**src/rtl/onewire_master_sequencer_if.sv**
```systemverilog
// onewire_master_sequencer_if: host command/response handshake plus the 1-Wire pull-low/sense pins.
// OW_CRC_EN adds the crc_out signal to both modports.
interface onewire_master_sequencer_if;
    logic       cmd_valid;
    logic       cmd_ready;
    logic [1:0] cmd_op;
    logic [7:0] cmd_data;
    logic       rsp_valid;
    logic [7:0] rsp_data;
    logic       rsp_presence;
    logic       rsp_err;
    logic       busy;
    logic       bus_pull_low;
    logic       bus_in;
`ifdef OW_CRC_EN
    logic [7:0] crc_out;
    modport master (
        output cmd_valid, cmd_op, cmd_data, bus_in,
        input  cmd_ready, rsp_valid, rsp_data, rsp_presence, rsp_err, busy, bus_pull_low, crc_out
    );
    modport slave (
        input  cmd_valid, cmd_op, cmd_data, bus_in,
        output cmd_ready, rsp_valid, rsp_data, rsp_presence, rsp_err, busy, bus_pull_low, crc_out
    );
`else
    modport master (
        output cmd_valid, cmd_op, cmd_data, bus_in,
        input  cmd_ready, rsp_valid, rsp_data, rsp_presence, rsp_err, busy, bus_pull_low
    );
    modport slave (
        input  cmd_valid, cmd_op, cmd_data, bus_in,
        output cmd_ready, rsp_valid, rsp_data, rsp_presence, rsp_err, busy, bus_pull_low
    );
`endif
endinterface

```
**src/rtl/onewire_master_sequencer.sv**
```systemverilog
// onewire_master_sequencer: byte-level 1-Wire RESET/WRITE_BYTE/READ_BYTE slot sequencer.
// OW_CRC_EN adds a running Dallas CRC-8 (poly 0x8C reflected) over every slot bit.
module onewire_master_sequencer #(
    parameter int CLK_PER_US = 50,
    parameter int T_RSTL     = 480,
    parameter int T_RSTH     = 480,
    parameter int T_PDS      = 70,
    parameter int T_SLOT     = 70,
    parameter int T_LOW1     = 6,
    parameter int T_LOW0     = 60,
    parameter int T_RDS      = 15
) (
    input logic clk,
    input logic reset,
    onewire_master_sequencer_if.slave ow
);
    typedef enum logic [2:0] {IDLE, RST_LOW, RST_WAIT, RST_HOLD, SLOT_LOW, SLOT_SAMP, SLOT_REC, DONE} state_t;
    localparam logic [31:0] L_RSTL  = 32'(T_RSTL * CLK_PER_US - 1);
    localparam logic [31:0] L_PDS   = 32'(T_PDS * CLK_PER_US - 1);
    localparam logic [31:0] L_HOLD  = 32'((T_RSTH - T_PDS) * CLK_PER_US - 1);
    localparam logic [31:0] L_LOW1  = 32'(T_LOW1 * CLK_PER_US - 1);
    localparam logic [31:0] L_LOW0  = 32'(T_LOW0 * CLK_PER_US - 1);
    localparam logic [31:0] L_SAMP  = 32'((T_RDS - T_LOW1) * CLK_PER_US - 1);
    localparam logic [31:0] L_RECRD = 32'((T_SLOT - T_RDS) * CLK_PER_US - 1);
    localparam logic [31:0] L_REC1  = 32'((T_SLOT - T_LOW1) * CLK_PER_US - 1);
    localparam logic [31:0] L_REC0  = 32'((T_SLOT - T_LOW0) * CLK_PER_US - 1);
    state_t      state;
    logic [31:0] timer;
    logic [2:0]  bit_cnt;
    logic [2:0]  nxt;
    logic [1:0]  op;
    logic [7:0]  sh;
    logic        presence_tmp;
    logic        rd_op;
    assign nxt          = bit_cnt + 3'd1;
    assign rd_op        = op == 2'b10;
    assign ow.cmd_ready = state == IDLE;
    assign ow.busy      = state != IDLE;
`ifdef OW_CRC_EN
    function automatic logic [7:0] crc_step(input logic [7:0] c, input logic b);
        return (c >> 1) ^ ((c[0] ^ b) ? 8'h8C : 8'h00);
    endfunction
`endif
    // sh holds the write byte and is overwritten bit by bit with read samples
    always_ff @(posedge clk) begin
        if (reset) begin
            state           <= IDLE;
            timer           <= '0;
            bit_cnt         <= '0;
            op              <= '0;
            sh              <= '0;
            presence_tmp    <= 1'b0;
            ow.bus_pull_low <= 1'b0;
            ow.rsp_valid    <= 1'b0;
            ow.rsp_data     <= '0;
            ow.rsp_presence <= 1'b0;
            ow.rsp_err      <= 1'b0;
`ifdef OW_CRC_EN
            ow.crc_out      <= '0;
`endif
        end else begin
            ow.rsp_valid <= 1'b0;
            if (timer != '0) timer <= timer - 32'd1;
            case (state)
                IDLE: if (ow.cmd_valid) begin
                    op      <= ow.cmd_op;
                    sh      <= ow.cmd_data;
                    bit_cnt <= '0;
                    if (ow.cmd_op == 2'b11) begin
                        state       <= DONE;
                        ow.rsp_valid <= 1'b1;
                        ow.rsp_err  <= 1'b1;
                        ow.rsp_data <= '0;
                    end else begin
                        state           <= ow.cmd_op == 2'b00 ? RST_LOW : SLOT_LOW;
                        ow.bus_pull_low <= 1'b1;
                        timer           <= ow.cmd_op == 2'b00 ? L_RSTL :
                                           (ow.cmd_op == 2'b10 || ow.cmd_data[0]) ? L_LOW1 : L_LOW0;
`ifdef OW_CRC_EN
                        if (ow.cmd_op == 2'b00) ow.crc_out <= '0;
`endif
                    end
                end
                RST_LOW: if (timer == '0) begin
                    state           <= RST_WAIT;
                    timer           <= L_PDS;
                    ow.bus_pull_low <= 1'b0;
                end
                RST_WAIT: if (timer == '0) begin
                    state        <= RST_HOLD;
                    timer        <= L_HOLD;
                    presence_tmp <= ~ow.bus_in;
                end
                RST_HOLD: if (timer == '0) begin
                    state           <= DONE;
                    ow.rsp_valid    <= 1'b1;
                    ow.rsp_presence <= presence_tmp;
                    ow.rsp_data     <= '0;
                    ow.rsp_err      <= 1'b0;
                end
                SLOT_LOW: if (timer == '0) begin
                    state           <= rd_op ? SLOT_SAMP : SLOT_REC;
                    timer           <= rd_op ? L_SAMP : sh[bit_cnt] ? L_REC1 : L_REC0;
                    ow.bus_pull_low <= 1'b0;
`ifdef OW_CRC_EN
                    if (!rd_op) ow.crc_out <= crc_step(ow.crc_out, sh[bit_cnt]);
`endif
                end
                SLOT_SAMP: if (timer == '0) begin
                    state       <= SLOT_REC;
                    timer       <= L_RECRD;
                    sh[bit_cnt] <= ow.bus_in;
`ifdef OW_CRC_EN
                    ow.crc_out  <= crc_step(ow.crc_out, ow.bus_in);
`endif
                end
                SLOT_REC: if (timer == '0) begin
                    bit_cnt <= nxt;
                    if (bit_cnt == 3'd7) begin
                        state        <= DONE;
                        ow.rsp_valid <= 1'b1;
                        ow.rsp_data  <= sh;
                        ow.rsp_err   <= 1'b0;
                    end else begin
                        state           <= SLOT_LOW;
                        ow.bus_pull_low <= 1'b1;
                        timer           <= (rd_op || sh[nxt]) ? L_LOW1 : L_LOW0;
                    end
                end
                default: state <= IDLE;
            endcase
        end
    end
endmodule

```
**src/flat_wrapper.sv**
```systemverilog
// flat-port wrapper written by rule: the top's interface ports become plain ports
module onewire_master_sequencer_flat 
#(
    parameter int CLK_PER_US = 50,
    parameter int T_RSTL     = 480,
    parameter int T_RSTH     = 480,
    parameter int T_PDS      = 70,
    parameter int T_SLOT     = 70,
    parameter int T_LOW1     = 6,
    parameter int T_LOW0     = 60,
    parameter int T_RDS      = 15
)
  (clk, reset, ow_cmd_valid, ow_cmd_op, ow_cmd_data, ow_bus_in, ow_cmd_ready, ow_rsp_valid, ow_rsp_data, ow_rsp_presence, ow_rsp_err, ow_busy, ow_bus_pull_low);
  onewire_master_sequencer_if ow_i ();
  input logic clk;
  input logic reset;
  input wire logic [$bits(ow_i.cmd_valid)-1:0] ow_cmd_valid;
  input wire logic [$bits(ow_i.cmd_op)-1:0] ow_cmd_op;
  input wire logic [$bits(ow_i.cmd_data)-1:0] ow_cmd_data;
  input wire logic [$bits(ow_i.bus_in)-1:0] ow_bus_in;
  output wire logic [$bits(ow_i.cmd_ready)-1:0] ow_cmd_ready;
  output wire logic [$bits(ow_i.rsp_valid)-1:0] ow_rsp_valid;
  output wire logic [$bits(ow_i.rsp_data)-1:0] ow_rsp_data;
  output wire logic [$bits(ow_i.rsp_presence)-1:0] ow_rsp_presence;
  output wire logic [$bits(ow_i.rsp_err)-1:0] ow_rsp_err;
  output wire logic [$bits(ow_i.busy)-1:0] ow_busy;
  output wire logic [$bits(ow_i.bus_pull_low)-1:0] ow_bus_pull_low;
  assign ow_i.cmd_valid = ow_cmd_valid;
  assign ow_i.cmd_op = ow_cmd_op;
  assign ow_i.cmd_data = ow_cmd_data;
  assign ow_i.bus_in = ow_bus_in;
  assign ow_cmd_ready = ow_i.cmd_ready;
  assign ow_rsp_valid = ow_i.rsp_valid;
  assign ow_rsp_data = ow_i.rsp_data;
  assign ow_rsp_presence = ow_i.rsp_presence;
  assign ow_rsp_err = ow_i.rsp_err;
  assign ow_busy = ow_i.busy;
  assign ow_bus_pull_low = ow_i.bus_pull_low;
  onewire_master_sequencer #(.CLK_PER_US(CLK_PER_US), .T_RSTL(T_RSTL), .T_RSTH(T_RSTH), .T_PDS(T_PDS), .T_SLOT(T_SLOT), .T_LOW1(T_LOW1), .T_LOW0(T_LOW0), .T_RDS(T_RDS)) u_core (.clk(clk), .reset(reset), .ow(ow_i));
endmodule
```
**config.mk**
```make
export PLATFORM = sky130hd
export DESIGN_NAME = onewire_master_sequencer_flat
export DESIGN_NICKNAME = d
export VERILOG_FILES = /design/src/rtl/onewire_master_sequencer_if.sv /design/src/rtl/onewire_master_sequencer.sv /design/src/flat_wrapper.sv
export SDC_FILE = /design/constraint.sdc
export NUM_CORES = 1
export LEC_CHECK = 0
export CORE_MARGIN = 10
export CORE_UTILIZATION = 66
export CTS_BUF_LIST = sky130_fd_sc_hd__clkbuf_8
export DETAILED_ROUTE_END_ITERATION = 10
export GPL_TIMING_DRIVEN = 0
export PLACE_DENSITY = 0.88
export SYNTH_ARGS = -nofsm -noshare
export SYNTH_HDL_FRONTEND = slang
export SYNTH_SLANG_ARGS = --single-unit
```
**constraint.sdc**
```tcl
create_clock -name clk -period 8.85 [get_ports clk]
set_clock_uncertainty 0.2 [all_clocks]
set_input_delay 1.77 -clock clk [delete_from_list [all_inputs] [get_ports clk]]
set_output_delay 1.77 -clock clk [all_outputs]
set_load 0.02 [all_outputs]
```
==> results of run 1 <==
## area by class of cell
class / instances / share of cell area
Multi-Input combinational cell: 405 / 0.560
Sequential cell: 61 / 0.265
Timing Repair Buffer: 27 / 0.0587
Buffer: 39 / 0.0353
Clock buffer: 9 / 0.0269
Clock inverter: 7 / 0.0223
Tap cell: 75 / 0.0204
Inverter: 13 / 0.0106
## logic make-up after synthesis
family                   count (synthesis)  share of synthesized area
XOR/XNOR                                25                     0.0546
buffers and inverters                   52                     0.0527
AO/OA/AOI/OAI                          159                      0.273
multiplexers                            15                     0.0424
AND/OR/NAND/NOR                        199                      0.251
flip-flops                              61                      0.304
adder cells (fa/ha/maj)                  7                     0.0218
## power by group through the flow
stage / combinational [uW] / sequential, uW / clock (uW)
2_1_floorplan: 772 / 406 / 0
3_3_place_gp: 1010 / 421 / 0
3_5_place_dp: 1030 / 427 / 0
4_1_cts: 1040 / 421 / 290
5_1_grt: 1160 / 434 / 299
6_report: 1090 / 425 / 290
## stage by stage
step	power [uW]	cell area [um2]	hold slack, ns	util	setup WS (ns)
after floorplan	1180	4010	0.232	-	5.05
after global routing	1890	4600	0.289	0.777	4.13
after global placement	1430	4380	0.238	0.739	4.04
final	1800	4600	0.259	0.777	4.30
after CTS	1760	4600	0.264	0.777	4.39
after detailed placement	1460	4380	0.254	0.739	4.02
## cells in the final DEF, fill, tap and decap left out, types with 3 or more instances in the layout
cell	count
a32oi_1	10
inv_1	11
nand2_1	37
or4_1	3
clkbuf_8	9
or2_2	4
o22ai_1	3
a21oi_1	38
nand4_1	4
or3_1	9
nor2_1	62
a31oi_1	8
buf_1	4
o31a_1	4
xnor2_1	15
xor2_1	10
o31ai_1	10
inv_6	4
mux2_2	6
dfxtp_1	61
buf_2	4
a21o_1	3
nand3_1	19
o21a_1	3
clkdlybuf4s50_1	27
nor4_1	14
clkbuf_1	29
nor3_1	18
ha_1	7
and2_1	3
nand3b_1	3
nor2b_1	9
mux2i_1	8
a2111oi_0	3
a211oi_1	21
o21ai_0	28
## per-layer routing
metal | global-route usage | up-vias
met1 | 0.343 | 2055
met5 | 0 | -
li1 | - | 2020
met2 | 0.385 | 337
met4 | 0.138 | 0
met3 | 0.0606 | 80
## worst min-delay path by stage
| stage | slack (ns) | end | start |
|---|---|---|---|
| 4_1_cts | 0.26 | u_core.op[0] | u_core.op[0] |
| 6_report | 0.26 | u_core.op[0] | u_core.op[0] |
| 3_3_place_gp | 0.24 | u_core.op[1] | u_core.op[1] |
| 2_1_floorplan | 0.23 | u_core.op[1] | u_core.op[1] |
| 5_1_grt | 0.29 | u_core.op[0] | u_core.op[0] |
| 3_5_place_dp | 0.25 | u_core.op[0] | u_core.op[0] |
## flip-flops by register name, indices dropped and copies added (netlist names)
register,cells
u_core.ow.rsp_err,1
u_core.ow.bus_pull_low,1
u_core.op,2
u_core.ow.rsp_valid,1
u_core.state,3
u_core.sh,8
u_core.ow.rsp_presence,1
u_core.bit_cnt,3
u_core.ow.rsp_data,8
u_core.timer,32
u_core.presence_tmp,1
## worst max-delay path: cells and delay by family
family / cells / cell delay (ns)
AND/OR/NAND/NOR: 3 / 1.29
AO/OA/AOI/OAI: 2 / 0.47
multiplexers: 1 / 0.23
buffers and inverters: 2 / 0.85
==> impl.org, run 1 <==
** Detailed routing
- After detailed routing, the total wire length is 13300 um.
- Antenna violation net count after detailed routing :: 0
- Routed vias :: 4492
- In the routed design, unresolved DRC markers number 0.
- Sum of routed wire segments on met1 :: 5380 um
- Met3 WL post-DR :: 1580 um
- In the routed layout, each cell is associated on average with a via count of about 7.
- Highest layer used for signal routing :: met4
- Post-detailed-route wirelength per cell :: around 21 um
- Routed length on met2 :: a little under 6000 um
- DR pass1 iterations :: 6
- Starting DRC count in detailed routing :: 925

** Synthesis
- The Yosys step of the flow raised 0 warnings.
- The cell count after synthesis came out at ~520.
- Synthesized area divided by synthesized cell count :: between 7 and 8 um2
- Synth Register Bits :: 61
- After synthesis, the most frequently instantiated cells are nor2_1, dfxtp_1, a21oi_1, nand2_1, clkbuf_1.
- The share of the Yosys chip area taken by registers is 0.304.
- Synthesis produced a netlist with a net count of 539.
- The synthesized design contains 0 enable-type register cells.
- Synth Cell Area :: 0.00401 mm2
- The most used flip-flop cell after synthesis is dfxtp_1.
- Cell types with the largest area share after synthesis :: dfxtp_1, nor2_1, a21oi_1
- In the post-synthesis netlist, the cell with the most instances is nor2_1.
- In the synthesized netlist the async set-or-reset flop fraction comes to 0.
- Summed over all instances, the cell type with the most area after synthesis is dfxtp_1.
- Of the post-synthesis cell area, the dominant cell type holds 0.304.
- Number of library cell types mapped by synthesis :: 71

** Setup path
- Launching instance or port of the critical path :: ow_cmd_valid
- WS Path Type :: input port to register
- Delay of the slowest cell on the worst path :: 0.63 ns
- The slowest stage of the critical path is the clkdlybuf4s50_1 cell.
- The worst register-to-register path begins at u_core.timer[0].
- Along the worst path, the maximum fanout reaches 8.
- The critical path goes through clkdlybuf4s50_1 -> or4b_2 -> clkbuf_1 -> nor3_1 -> nor2b_1 -> mux2i_1 -> a41oi_1 -> a2111oi_2.
- Worst setup path end :: u_core.timer[2]
- The endpoint identified for the worst register-to-register timing path is u_core.timer[0].
- Worst EP arrival :: 4.61 ns
- The number of cells on the worst reg-to-reg path is 13.
- For the worst setup path, the data required time is between 8 and 9 ns.
- Minimum setup slack among reg-to-reg paths :: 4.98 ns
- Critical Path End Type :: register
- STA classifies the critical path startpoint as an input port.

** Clock tree
- The number of gates resized after CTS was 0.
- Inserted Clock Buffers :: 9
- CTS built an H-tree with a depth of 3.
- After clock tree synthesis, the flow added hold-fix buffers numbering 0.
- Library cell used as clock root buffer :: clkbuf_8
- Insertion delay to the later sink of the worst-skew pair :: 0.36 ns
- Post-CTS setup buffer count :: 0
- After clock tree synthesis, the clock-pin slew on the worst setup and hold paths is 0.08 ns.
- Max clock buf depth :: 2
- TritonCTS built the clock tree.
- For this design, the sink count on the clock tree is between 60 and 70.

** Global route
- Pin count of the biggest net entering global routing :: 14
- Total grt overflow :: 0
- The via count of the first global-routing pass was roughly 4000.
- GRT Resource Usage Total :: 0.261
- The number of antenna violations at the first check in global routing is 0.
- Global-route wire length before repair :: 20900 um

** Placement
- Placed cells :: 620
- Input and output buffers added on the ports amount to 27.
- Weighted congestion at the end of routability-driven global placement :: 1.11
- Once detailed placement completed, the half-perimeter wirelength came to 9570 um.

** Timing
- Final-report setup violation count :: 0
- Maximum clock rate :: 0.220 GHz
- Max_slew headroom :: 0.422
- Dividing the final minimum period by the clock period gives 0.514.
- The max-slew violation total from the final report is 0.
- Final number of hold-violating endpoints :: 0
- Shortest clock period the worst path allows after layout :: 4.55 ns
- Post-route setup TNS :: 0 ns
- Setup repair after global routing left no endpoint under its margin.
- Slew at the pin with the worst max-slew slack :: 0.859 ns

** Min path
- The worst hold path belongs to the class register to register.
- Along the worst hold path, the cell count comes to 2.

** Floorplanning
- The floorplan step defined a core boundary enclosing roughly 0.0059 mm2.
- For this configuration, the core starts out at a cell density of 0.678.
- The die covers 0.00960 mm2.
- 28 I/O pins were placed.
- Vert. Die Dim :: 98.0 um
- In this run the core area contains 28 standard-cell rows.
- Die X-Extent :: about 98 um

** Power and ir drop
- Max VDD drop :: 0.000436 V
- Of the total power, the share spent switching nets is 0.507.
- The analysis attributes to net switching a power of 915 uW.
- Of the total power, combinational logic draws 0.603.
- For this design the ratio of total power to cell area is 392 mW/mm2.
- In this run the static leakage power is 0.00159 uW.
- Internal power contribution :: 888 uW
- Clock network fraction of design power :: 0.161
- Power share of the sequential group :: 0.236

** Final layout
- Nets :: a little under 600
- Compared with the post-synthesis result, the final layout area differs by 14.7%.
- 0 antenna diodes ended up in the layout.
- Filler-free cell count of the finished design :: 636
- The multi-input combinational cells in the finished layout cover a total of 0.00258 mm2.
- Of the cells placed in the final design, the portion with a size suffix greater than 1 is 0.0820.
- Reg area :: 0.00122 mm2
- Filler Cell Count :: 453

** Run status
- The run finished with clean final reports.

** Job
- Across the run, the number of max-cap violations was 0.
Power figures use the tool's default switching activity.
==> inputs of run 2 (changes only) <==
- CORE_UTILIZATION: 66 -> 61
- PLACE_DENSITY: 0.88 -> 0.82
- clock period: 8.85 -> 4.2 ns (I/O delays scaled with it)
==> impl.org, run 2 (synthesis gave the netlist of run 1 again) <==
** Detailed routing
- The count of nets left with antenna violations once routing finished came out at 0.
- Drt via density :: a little over 7
- The first detailed-routing pass ran for 5 iterations.
- Summing over every cut layer, the via total after detailed routing is 4530.
- Summed over all layers, the routed wires come to roughly 14000 um.
- Post-detailed-route wirelength per cell :: 22.0 um
- After the first detailed-routing iteration, the DRC count stood at 614.
- For this run, design rule violations remaining after detail routing come to 0.

** Clock tree
- After clock tree synthesis, the clock-pin slew on the worst setup and hold paths is 0.08 ns.
- Number of levels the H-tree was split into :: 3
- TritonCTS built the clock tree.
- Inserted Clock Buffers :: 9
- In this run the clock root is driven by a clkbuf_8.
- In this run the deepest clock path goes through 2 buffers.
- Insertion delay to the later sink of the worst-skew pair :: 0.35 ns
- The clock net in this run drives a total of 61 sinks.

** Job
- Across the run, the number of max-cap violations was 0.

** Final layout
- After the last flow step, the layout net total stands at 577.
- Commonest cells after routing, fill and taps aside :: nor2_1, dfxtp_1, a21oi_1
- Registers with the highest flip-flop counts :: u_core.timer (32), u_core.ow.rsp_data (8), u_core.sh (8)
- Share of layout cells above drive strength 1 :: 0.0838
- The register with the most flip-flops in the layout has 32 of them.
- Register bank with the most flops :: u_core.timer
- 0 antenna diodes ended up in the layout.
- Leading cell type in the layout, fill and taps excluded :: nor2_1
- Synth-to-Final Area Change :: 14.4%

** Setup path
- Largest fanout on the critical path :: 10
- Critical Path End Type :: register
- In this design, the stage delay of the slowest critical-path cell is 0.64 ns.
- Together, buffers and inverters on the worst path number 3.
- Critical-path cell with the highest stage delay :: nand4_1
- Among the stages of the critical path, the cell type that occurs most often is o21ai_0.
- Required @ worst endpoint :: 4.22 ns
- Gate family responsible for the most delay along the worst path :: simple AND/OR/NAND/NOR gates
- The worst setup path is launched from a register.
- The critical path is of the register to register type.
- The number of cells on the worst reg-to-reg path is 11.
- The critical path goes through nor4_1 -> nand4_1 -> nor3_4 -> inv_2 -> buf_6 -> clkbuf_1 -> ha_1 -> o21ai_0 -> o21ai_0 -> a21oi_1 -> a211oi_1.
- The critical path crosses 11 cells after its start point.
- At the worst endpoint, the arrival time is 3.75 ns.

** Timing
- Headroom to the max-slew limit came out at 0.387.
- Maximum clock rate :: roughly 0.27 GHz
- Setup repair after global routing missed its margin :: no
- At the pin with the least slew margin, the transition time is around 0.91 ns.
- The number of hold-slack violations in the final timing report came to 0.
- Dividing the final minimum period by the clock period gives 0.888.
- Minimum setup slack in the final design :: 0.469 ns
- Post-route setup TNS :: 0 ns
- Setup violations remaining at the end of the flow were counted as 0.
- The max-slew violation total from the final report is 0.
- The routed design could run at a clock period as short as 3.73 ns.

** Global route
- Global-route wire length before repair :: ~22000 um
- Entering global routing, the biggest net connects 14 pins.
- In the global route stage, overall resource usage came out at 0.270.
- Initial antenna violation count :: 0
- The via count of the first global-routing pass was about 4200.
- For this run the aggregate overflow at the end of global routing stands at 0.

** Floorplanning
- In this run the standard cell core region covers 0.00639 mm2.
- Die area :: 0.0102 mm2
- Measured along the x axis, the die boundary spans roughly 100 um.
- In this run the vertical extent of the chip is 101 um.
- After floorplanning, the core was divided into 29 placement rows.
- Io pins :: 28
- Effective utilization at floorplan :: 0.628

** Placement
- Port buffering added 27 buffers.
- Weighted congestion at the end of routability-driven global placement :: roughly 1.0
- The wire-length estimate of the detail-placed layout is approximately 10000 um.
- At the placement stage, the worst setup path has a slack of 0.285 ns.

** Power and ir drop
- IR analysis of the VDD net gives a maximum drop of 0.000767 V.
- In this run the static leakage power is 0.00158 uW.
- Post-layout total power :: 3750 uW
- Power Dens Cells :: between 800 and 900 mW/mm2

** Run status
- The flow ran to the end, and the final reports show no timing, DRC or antenna violations.

** Min path
- Hold crit path type :: register to register
- Hold Path Cell Cnt :: 2
[run 2: cell count changes in the layout (fill, tap and decap cells not counted), sizes merged]
cell,previous run,this run
inv,16,15
clkinv,1,3
bufinv,2,1
[run 2: area by class of cell]
cell class                      instances  area (um2)
Fill cell                             494        1800
Clock inverter                          7        81.3
Multi-Input combinational cell        405        2580
Buffer                                 39         163
Inverter                               13        48.8
Clock buffer                            9         124
Timing Repair Buffer                   27         270
Sequential cell                        61        1220
Tap cell                               77        96.3
[run 2: worst paths after layout]
| path | startpoint | to | slack (ns) |
|---|---|---|---|
| setup / recovery | u_core.timer[23] | u_core.timer[0] | 0.47 |
| hold / removal | u_core.op[1] | u_core.op[1] | 0.26 |
| setup reg to reg | u_core.timer[23] | u_core.timer[0] | 0.47 |
| hold reg to reg | u_core.op[1] | u_core.op[1] | 0.26 |
[run 2: report_power, final]
part / total (uW) / switching, uW / internal (uW)
sequential: 896 / 168 / 729
clock: 557 / 274 / 282
combinational: 2300 / 1500 / 802
[run 2: what timing repair did]
action	4_1_cts	5_1_grt
hold buffers	0	0
gates resized for setup	0	1
endpoints found under the setup margin	0	1
buffers inserted	0	0
[run 2: metal layers]
metal | track usage | vias up | wire length (um)
met5 | 0 | - | 0
li1 | - | 2011 | -
met2 | 0.414 | 346 | 6190
met4 | 0.143 | 0 | 707
met3 | 0.0850 | 88 | 1720
met1 | 0.329 | 2085 | 5420
[run 2: worst reg2reg max path, stage by stage (launching register included)]
cell and delay [ns]:
dfxtp_1 0.34, nor4_1 0.54, nand4_1 0.64, nor3_4 0.49
inv_2 0.10, buf_6 0.16, clkbuf_1 0.23, ha_1 0.37
o21ai_0 0.17, o21ai_0 0.11, a21oi_1 0.17, a211oi_1 0.08
[run 2: per-stage QoR]
step,hold slack [ns],area (um2),utilization,cells
floorplan,0.232,4010,-,518
global placement,0.241,4380,0.686,622
detailed placement,0.250,4380,0.686,622
CTS,0.262,4580,0.718,638
global route,0.299,4590,0.719,638
finish,0.262,4590,0.719,638
==> inputs of run 3 (changes only) <==
- CTS_CLUSTER_SIZE: not set -> 8
==> results of run 3 <==
The final DEF is identical to that of run 2; final timing and power are the same.
